**src/rtl/fp_addsub_pipe.sv**
```systemverilog
// rtl/fp_addsub_pipe.sv - pipelined IEEE-754 adder/subtractor with RNE rounding and valid/ready flow control
//
// Purpose: three register stages (unpack/swap, align/add, normalise/round) computing a+b or a-b
// for any binary format of EXP_W exponent bits and MAN_W fraction bits. Subnormal inputs and
// results are flushed to zero. Each stage holds its data while stalled, so no op is dropped.
//
// Ports:
//   i_clk, i_reset          rising-edge clock, synchronous active-high reset
//   i_in_valid, o_in_ready  input handshake; transfer when both high at a rising edge
//   i_a, i_b, i_op          operands and select (0 = a+b, 1 = a-b)
//   i_in_tag                opaque sideband returned unchanged with the result
//   o_out_valid, i_out_ready output handshake
//   o_result, o_out_tag     rounded result and its tag
//   o_flags                 {invalid, overflow, underflow, inexact}, qualified by o_out_valid
module fp_addsub_pipe #(
  parameter int EXP_W = 8,
  parameter int MAN_W = 23,
  parameter int TAG_W = 4
) (
  input  logic                   i_clk,
  input  logic                   i_reset,
  input  logic                   i_in_valid,
  output logic                   o_in_ready,
  input  logic [EXP_W+MAN_W:0]   i_a,
  input  logic [EXP_W+MAN_W:0]   i_b,
  input  logic                   i_op,
  input  logic [TAG_W-1:0]       i_in_tag,
  output logic                   o_out_valid,
  input  logic                   i_out_ready,
  output logic [EXP_W+MAN_W:0]   o_result,
  output logic [TAG_W-1:0]       o_out_tag,
  output logic [3:0]             o_flags
);

  localparam int W     = 1 + EXP_W + MAN_W;
  localparam int M     = MAN_W + 4;          // hidden + fraction + guard, round, sticky
  localparam int SHMAX = MAN_W + 3;
  localparam int SH_W  = $clog2(M);
  localparam int LZ_W  = $clog2(M + 1);

  localparam logic [EXP_W-1:0]   EXP_ONES = '1;
  localparam logic signed [15:0] EXP_MAX  = 16'(2**EXP_W - 1);

  // special-case bundle carried through stages 1 and 2
  localparam int SP_NAN  = 4;
  localparam int SP_INV  = 3;
  localparam int SP_INF  = 2;
  localparam int SP_INFS = 1;
  localparam int SP_NZ   = 0;

  // ---------------------------------------------------------------- flow control
  logic r_s1_valid, r_s2_valid, r_s3_valid;
  logic w_s3_free, w_s2_free, w_s1_free;

  assign w_s3_free  = !r_s3_valid || i_out_ready;
  assign w_s2_free  = !r_s2_valid || w_s3_free;
  assign w_s1_free  = !r_s1_valid || w_s2_free;
  assign o_in_ready = !i_reset && w_s1_free;

  // ---------------------------------------------------------------- stage 1: unpack / swap
  logic             w_a_sign, w_b_sign;
  logic [EXP_W-1:0] w_a_exp, w_b_exp;
  logic [MAN_W-1:0] w_a_frac, w_b_frac;
  logic             w_a_zero, w_b_zero, w_a_inf, w_b_inf, w_a_nan, w_b_nan;
  logic             w_swap;
  logic             w_l_sign;
  logic [EXP_W-1:0] w_l_exp, w_s_exp;
  logic [MAN_W-1:0] w_l_frac, w_s_frac;
  logic [4:0]       w_spec;

  always_comb begin
    w_a_sign = i_a[W-1];
    w_b_sign = i_b[W-1] ^ i_op;
    w_a_exp  = i_a[W-2:MAN_W];
    w_b_exp  = i_b[W-2:MAN_W];
    w_a_zero = (w_a_exp == '0);
    w_b_zero = (w_b_exp == '0);
    w_a_inf  = (w_a_exp == EXP_ONES) && (i_a[MAN_W-1:0] == '0);
    w_b_inf  = (w_b_exp == EXP_ONES) && (i_b[MAN_W-1:0] == '0);
    w_a_nan  = (w_a_exp == EXP_ONES) && (i_a[MAN_W-1:0] != '0);
    w_b_nan  = (w_b_exp == EXP_ONES) && (i_b[MAN_W-1:0] != '0);
    // subnormals become zeros of the same sign
    w_a_frac = w_a_zero ? '0 : i_a[MAN_W-1:0];
    w_b_frac = w_b_zero ? '0 : i_b[MAN_W-1:0];

    w_swap   = {w_b_exp, w_b_frac} > {w_a_exp, w_a_frac};
    w_l_sign = w_swap ? w_b_sign : w_a_sign;
    w_l_exp  = w_swap ? w_b_exp  : w_a_exp;
    w_l_frac = w_swap ? w_b_frac : w_a_frac;
    w_s_exp  = w_swap ? w_a_exp  : w_b_exp;
    w_s_frac = w_swap ? w_a_frac : w_b_frac;

    w_spec          = '0;
    // inf - inf is the only invalid case; it also yields the canonical NaN
    w_spec[SP_INV]  = w_a_inf && w_b_inf && (w_a_sign != w_b_sign);
    w_spec[SP_NAN]  = w_a_nan || w_b_nan || w_spec[SP_INV];
    w_spec[SP_INF]  = w_a_inf || w_b_inf;
    w_spec[SP_INFS] = w_a_inf ? w_a_sign : w_b_sign;
    w_spec[SP_NZ]   = w_a_zero && w_b_zero && w_a_sign && w_b_sign;
  end

  logic             r_s1_sign, r_s1_sub;
  logic [EXP_W-1:0] r_s1_exp, r_s1_d;
  logic [MAN_W:0]   r_s1_man_l, r_s1_man_s;
  logic [4:0]       r_s1_spec;
  logic [TAG_W-1:0] r_s1_tag;

  // ---------------------------------------------------------------- stage 2: align / add
  logic [SH_W-1:0] w_sh;
  logic [M-1:0]    w_s_ext, w_s_mask, w_s_shift;
  logic            w_sticky;
  logic [M:0]      w_sum;

  always_comb begin
    if (int'(r_s1_d) > SHMAX) w_sh = SH_W'(SHMAX);
    else                      w_sh = SH_W'(r_s1_d);
    w_s_ext   = {r_s1_man_s, 3'b000};
    w_s_mask  = ~({M{1'b1}} << w_sh);
    w_sticky  = |(w_s_ext & w_s_mask);
    w_s_shift = (w_s_ext >> w_sh) | {{(M-1){1'b0}}, w_sticky};
    // L >= S in magnitude, so the difference cannot go negative
    if (r_s1_sub) w_sum = {1'b0, r_s1_man_l, 3'b000} - {1'b0, w_s_shift};
    else          w_sum = {1'b0, r_s1_man_l, 3'b000} + {1'b0, w_s_shift};
  end

  logic             r_s2_sign;
  logic [EXP_W-1:0] r_s2_exp;
  logic [M:0]       r_s2_sum;
  logic [4:0]       r_s2_spec;
  logic [TAG_W-1:0] r_s2_tag;

  // ---------------------------------------------------------------- stage 3: normalise / round
  logic [LZ_W-1:0]    w_lz;
  logic               w_lz_found;
  logic [M-1:0]       w_norm;
  logic signed [15:0] w_exp_n, w_exp_r;
  logic               w_inc, w_inexact;
  logic [MAN_W+1:0]   w_rnd;
  logic [MAN_W-1:0]   w_frac;
  logic [W-1:0]       w_res;
  logic [3:0]         w_flg;

  always_comb begin
    w_lz       = '0;
    w_lz_found = 1'b0;
    for (int i = M - 1; i >= 0; i--) begin
      if (!w_lz_found) begin
        if (r_s2_sum[i]) w_lz_found = 1'b1;
        else             w_lz = w_lz + LZ_W'(1);
      end
    end

    if (r_s2_sum[M]) begin
      // carry-out: shift right one, folding the dropped bit into sticky
      w_norm  = {r_s2_sum[M:2], r_s2_sum[1] | r_s2_sum[0]};
      w_exp_n = $signed({{(16-EXP_W){1'b0}}, r_s2_exp}) + 16'sd1;
    end else begin
      w_norm  = r_s2_sum[M-1:0] << w_lz;
      w_exp_n = $signed({{(16-EXP_W){1'b0}}, r_s2_exp}) - $signed({{(16-LZ_W){1'b0}}, w_lz});
    end

    w_inexact = |w_norm[2:0];
    w_inc     = w_norm[2] && (w_norm[1] || w_norm[0] || w_norm[3]);
    w_rnd     = {1'b0, w_norm[M-1:3]} + {{(MAN_W+1){1'b0}}, w_inc};
    w_exp_r   = w_exp_n;
    w_frac    = w_rnd[MAN_W-1:0];
    if (w_rnd[MAN_W+1]) begin
      w_exp_r = w_exp_n + 16'sd1;
      w_frac  = w_rnd[MAN_W:1];
    end

    w_flg = '0;
    if (r_s2_spec[SP_NAN]) begin
      w_res    = {1'b0, EXP_ONES, 1'b1, {(MAN_W-1){1'b0}}};
      w_flg[3] = r_s2_spec[SP_INV];
    end else if (r_s2_spec[SP_INF]) begin
      w_res = {r_s2_spec[SP_INFS], EXP_ONES, {MAN_W{1'b0}}};
    end else if (r_s2_sum == '0) begin
      // exact zero is +0 unless both operands were -0
      w_res = {r_s2_spec[SP_NZ], {(W-1){1'b0}}};
    end else if (w_exp_r >= EXP_MAX) begin
      w_res = {r_s2_sign, EXP_ONES, {MAN_W{1'b0}}};
      w_flg = 4'b0101;
    end else if (w_exp_r < 16'sd1) begin
      w_res = {r_s2_sign, {(W-1){1'b0}}};
      w_flg = 4'b0011;
    end else begin
      w_res    = {r_s2_sign, w_exp_r[EXP_W-1:0], w_frac};
      w_flg[0] = w_inexact;
    end
  end

  logic [W-1:0]     r_s3_result;
  logic [3:0]       r_s3_flags;
  logic [TAG_W-1:0] r_s3_tag;

  // ---------------------------------------------------------------- registers
  always_ff @(posedge i_clk) begin
    if (i_reset) begin
      r_s1_valid  <= 1'b0;
      r_s2_valid  <= 1'b0;
      r_s3_valid  <= 1'b0;
      r_s3_result <= '0;
      r_s3_flags  <= '0;
      r_s3_tag    <= '0;
    end else begin
      if (w_s3_free) begin
        r_s3_valid <= r_s2_valid;
        if (r_s2_valid) begin
          r_s3_result <= w_res;
          r_s3_flags  <= w_flg;
          r_s3_tag    <= r_s2_tag;
        end
      end
      if (w_s2_free) r_s2_valid <= r_s1_valid;
      if (w_s1_free) r_s1_valid <= i_in_valid;
    end
  end

  // datapath registers only need their stage's valid to be cleared on reset
  always_ff @(posedge i_clk) begin
    if (w_s2_free && r_s1_valid) begin
      r_s2_sign <= r_s1_sign;
      r_s2_exp  <= r_s1_exp;
      r_s2_sum  <= w_sum;
      r_s2_spec <= r_s1_spec;
      r_s2_tag  <= r_s1_tag;
    end
    if (w_s1_free && i_in_valid) begin
      r_s1_sign  <= w_l_sign;
      r_s1_sub   <= w_a_sign ^ w_b_sign;
      r_s1_exp   <= w_l_exp;
      r_s1_d     <= w_l_exp - w_s_exp;
      r_s1_man_l <= {w_l_exp != '0, w_l_frac};
      r_s1_man_s <= {w_s_exp != '0, w_s_frac};
      r_s1_spec  <= w_spec;
      r_s1_tag   <= i_in_tag;
    end
  end

  assign o_out_valid = r_s3_valid;
  assign o_result    = r_s3_result;
  assign o_flags     = r_s3_flags;
  assign o_out_tag   = r_s3_tag;

endmodule

```
**config.mk**
```make
export PLATFORM = sky130hd
export DESIGN_NAME = fp_addsub_pipe
export DESIGN_NICKNAME = d
export VERILOG_FILES = /design/src/rtl/fp_addsub_pipe.sv
export SDC_FILE = /design/constraint.sdc
export NUM_CORES = 1
export LEC_CHECK = 0
export CAP_MARGIN = 0
export CORE_MARGIN = 4
export CORE_UTILIZATION = 55
export DETAILED_ROUTE_END_ITERATION = 8
export PLACE_DENSITY_LB_ADDON = 0.25
export SYNTH_ARGS = -nofsm -noshare
export SYNTH_HDL_FRONTEND = slang
export SYNTH_SLANG_ARGS = --single-unit
```
**constraint.sdc**
```tcl
create_clock -name i_clk -period 20.1 [get_ports i_clk]
set_clock_uncertainty 0.1 [all_clocks]
set_input_delay 4.02 -clock i_clk [delete_from_list [all_inputs] [get_ports i_clk]]
set_output_delay 4.02 -clock i_clk [all_outputs]
set_load 0.005 [all_outputs]
```
==> metrics.txt <==
core area 31700 um^2; buffer cell driving the clock tree root sky130_fd_sc_hd__clkbuf_16; Worst Max-Slew Pin Slew 1.03 ns; I/O pin count 115; area enclosed by the die boundary 35300 um^2; number of cells produced by synthesis 2282; height of the die 188 um; fin. max-slew vios 0; min-delay src r_s1_exp[1]; TritonCTS Buffers 17; slack of the critical path 1.63 ns; total number of H-tree levels 4; DRT iter0 DRCs 2086; number of hold-slack violations in the final timing report 0; sequential-to-total area share from yosys stat 25.2%; worst-skew pair later-pin latency 0.44 ns; unrepaired setup endpoints after global routing no; flop and latch count out of synthesis 164; post-route clock period utilization 91.9%; Final setup viols 0; global-route wire length before repair 85900 um; CTS tree done; kind of path behind the tightest hold check reg2reg; Relative slew margins 31.0%; number of global-route vias before repair 16400; syn_nets 2470; status complete, no violations; slowest library cell on the worst path sky130_fd_sc_hd__inv_1; # DRC 0; Register-to-Register Setup Slack 1.63 ns; diodes inserted 0; count of flip-flops with a built-in enable after synthesis 121; global placement routability congestion 0.976; register area 4490 um^2; required time worst endpoint 20.36 ns; Post-CTS Hold Fix Bufs 0; Area contributors post-synth sky130_fd_sc_hd__edfxtp_1 (20%), sky130_fd_sc_hd__ha_1 (7.9%), sky130_fd_sc_hd__nand2_1 (6.4%), sky130_fd_sc_hd__dfxtp_1 (4.8%), sky130_fd_sc_hd__o21ai_0 (4.5%); data arrival time at the worst-slack endpoint 18.73 ns; Reg2Reg Depth 83; smallest hold slack 0.320 ns; Final nets 2503; achievable frequency 54.1 MHz; count of cells along the worst hold path 0; TritonCTS sink count 164; mean instance size in the synthesized netlist 7.81 um^2; Setup Buffers After CTS 0; number of warnings reported in the yosys synthesis log 0; post-DR vias/cell 6.40; final routed wirelength across all metal layers 53500 um; area share of the largest cell type after synthesis 20.4%; most used cell, CP sky130_fd_sc_hd__ha_1; classification of the worst setup path reg2reg; async set-or-reset flop fraction in the synthesized netlist 0%; critical path launch point type register; end of the worst register-to-register path o_result[17]; clock-pin slew on the worst setup and hold paths 0.07 ns; Post-CTS Resized 0; HPWL reported at the end of detailed placement 41800 um; cell row count 65; min Tclk post-route 18.47 ns; end point of the worst hold path r_s2_exp[1]; count of input and output buffers 114; initial antenna violation count 0; pin count of the biggest net entering global routing 101; number of iterations in the first detailed-routing pass 8; share of final-layout standard cells stronger than drive strength 1 6.57%; library cells used by synthesis 111; post-route ant nets 0; maximum vdd ir drop 0.0000653 V; pre-CTS setup slack 2.04 ns; cell area after technology mapping 17800 um^2; area growth from synthesis to layout 11.0%; via total after detailed routing 17500; detailed-route wire length per cell 19.6 um; final sum of negative setup slack 0 ns; Max Root-Sink Buffers 2; biggest area consumer among synthesized cells sky130_fd_sc_hd__edfxtp_1; top flip-flop cell by instance count after synthesis sky130_fd_sc_hd__edfxtp_1; beginning of the worst register-to-register path r_s2_sum[23]; power density cells 63.1 nW/um^2; count of fill cells added during filler insertion 2796; top fanout value on the critical path 27; grt total ovfl 0; leakage power 0.00798 uW; floorplan die width 188 um; delay contributed by the slowest stage of the critical path 0.59 ns; area of the multi-input gates 12400 um^2; aggregate global-route resource usage 29.3%; number of maximum-capacitance violations 0; starting density of the core 56.2%; crit end category register
==> final cells by class <==
class	instances	area share, %
multi-input cells	1873	62.8
well taps	402	2.54
clock inverters	14	0.810
repair buffers	135	6.57
flip-flops and latches	164	22.7
inverters	124	2.35
clock buffers	18	2.22
==> critical path, delay by kind of cell (launching register included) <==
| kind | cells | cell delay (ns) |
|---|---|---|
| adders and majority gates | 14 | 4.51 |
| buffers and inverters | 7 | 1.46 |
| AOI/OAI and AO/OA | 23 | 5.77 |
| xor gates and xnor gates | 3 | 0.41 |
| muxes | 3 | 0.73 |
| and+or+nand+nor | 33 | 4.91 |
| DFF | 1 | 0.51 |
==> worst max path at each step <==
| stage | start | endpoint | slack, ns | depth (start not counted) |
|---|---|---|---|---|
| 3_3_place_gp | r_s2_sum[23] | o_result[17] | 2.71 | 83 |
| 2_1_floorplan | r_s2_sum[23] | o_result[17] | 4.08 | 85 |
| 6_report | r_s2_sum[23] | o_result[17] | 1.63 | 83 |
| 5_1_grt | r_s2_sum[23] | o_result[17] | 0.10 | 83 |
| 4_1_cts | r_s2_sum[23] | o_result[17] | 2.00 | 83 |
| 3_5_place_dp | r_s2_sum[23] | o_result[17] | 2.04 | 83 |
==> metrics by stage <==
step / cells / instance area, um^2 / total power [uW] / util [%]
floorplan: 2282 / 17800 / 775 / -
global placement: 2698 / 19200 / 902 / 60.5
detailed placement: 2698 / 19200 / 909 / 60.5
CTS: 2730 / 19800 / 1240 / 62.4
global route: 2730 / 19800 / 1320 / 62.4
finish: 2730 / 19800 / 1250 / 62.4
==> flip-flops by register name, indices dropped and copies added (netlist names), 5 cells and up <==
signal	cells
r_s1_exp	8
r_s2_sum	28
r_s1_man_l	24
o_result	32
r_s2_exp	8
r_s1_spec	5
r_s1_man_s	24
r_s1_d	8
r_s2_spec	5
==> per-layer routing <==
layer  track usage, %  vias to the layer above  wire [um]
met5                0                        -          0
met4             12.9                        0       2570
met3             3.13                      162       3420
met2             49.8                      764      25400
met1             37.9                     8166      22200
li1                 -                     8381          -
==> where the power goes <==
| part | internal (uW) | leakage, uW | switching, uW |
|---|---|---|---|
| Sequential | 405 | 0.00151 | 48.3 |
| Combinational | 182 | 0.00618 | 280 |
| Clock | 181 | 0.000292 | 152 |
==> cells by family after synthesis <==
logic type                 synth area share, %
muxes                                     5.90
xor gates and xnor gates                  7.33
and+or+nand+nor                           24.9
DFF                                       25.2
AOI/OAI and AO/OA                         23.0
buffers and inverters                     5.30
adders and majority gates                 8.39
==> synth_stat cells (all sizes together), types with 7 or more instances <==
cell,n
nand2,306
nor2,187
o21ai,174
a21oi,143
inv,124
edfxtp,121
ha,113
clkbuf,98
nand3,95
xnor2,89
mux2i,73
nor3,55
dfxtp,43
nand2b,37
nor2b,37
xor2,37
nand4,34
nor4,34
a21o,31
and3,30
mux2,25
a211oi,24
a31oi,24
buf,23
o21bai,21
o211ai,18
or2,18
o31ai,17
a22o,16
and2,16
o22ai,15
a22oi,13
or3,13
a21boi,11
nand3b,10
a2111oi,9
a211o,9
a31o,9
nor3b,9
o21a,8
a221oi,7
==> layout by cell type, fill, tap and decap left out, types with 26 or more instances in the layout <==
master / synthesis / routed
sky130_fd_sc_hd__ha_1: 113 / 113
sky130_fd_sc_hd__inv_1: 121 / 121
sky130_fd_sc_hd__nor2_1: 185 / 185
sky130_fd_sc_hd__xor2_1: 36 / 36
sky130_fd_sc_hd__dfxtp_1: 43 / 43
sky130_fd_sc_hd__xnor2_1: 82 / 81
sky130_fd_sc_hd__a21o_1: 31 / 31
sky130_fd_sc_hd__edfxtp_1: 121 / 121
sky130_fd_sc_hd__nor4_1: 27 / 26
sky130_fd_sc_hd__nand3_1: 94 / 94
sky130_fd_sc_hd__nand2_1: 305 / 305
sky130_fd_sc_hd__nor2b_1: 37 / 36
sky130_fd_sc_hd__clkdlybuf4s50_1: 0 / 114
sky130_fd_sc_hd__o21ai_0: 161 / 161
sky130_fd_sc_hd__nand4_1: 33 / 33
sky130_fd_sc_hd__nand2b_1: 37 / 37
sky130_fd_sc_hd__a21oi_1: 142 / 142
sky130_fd_sc_hd__nor3_1: 53 / 51
sky130_fd_sc_hd__and3_1: 29 / 29
sky130_fd_sc_hd__mux2i_1: 71 / 71
Power figures use the tool's default switching activity.
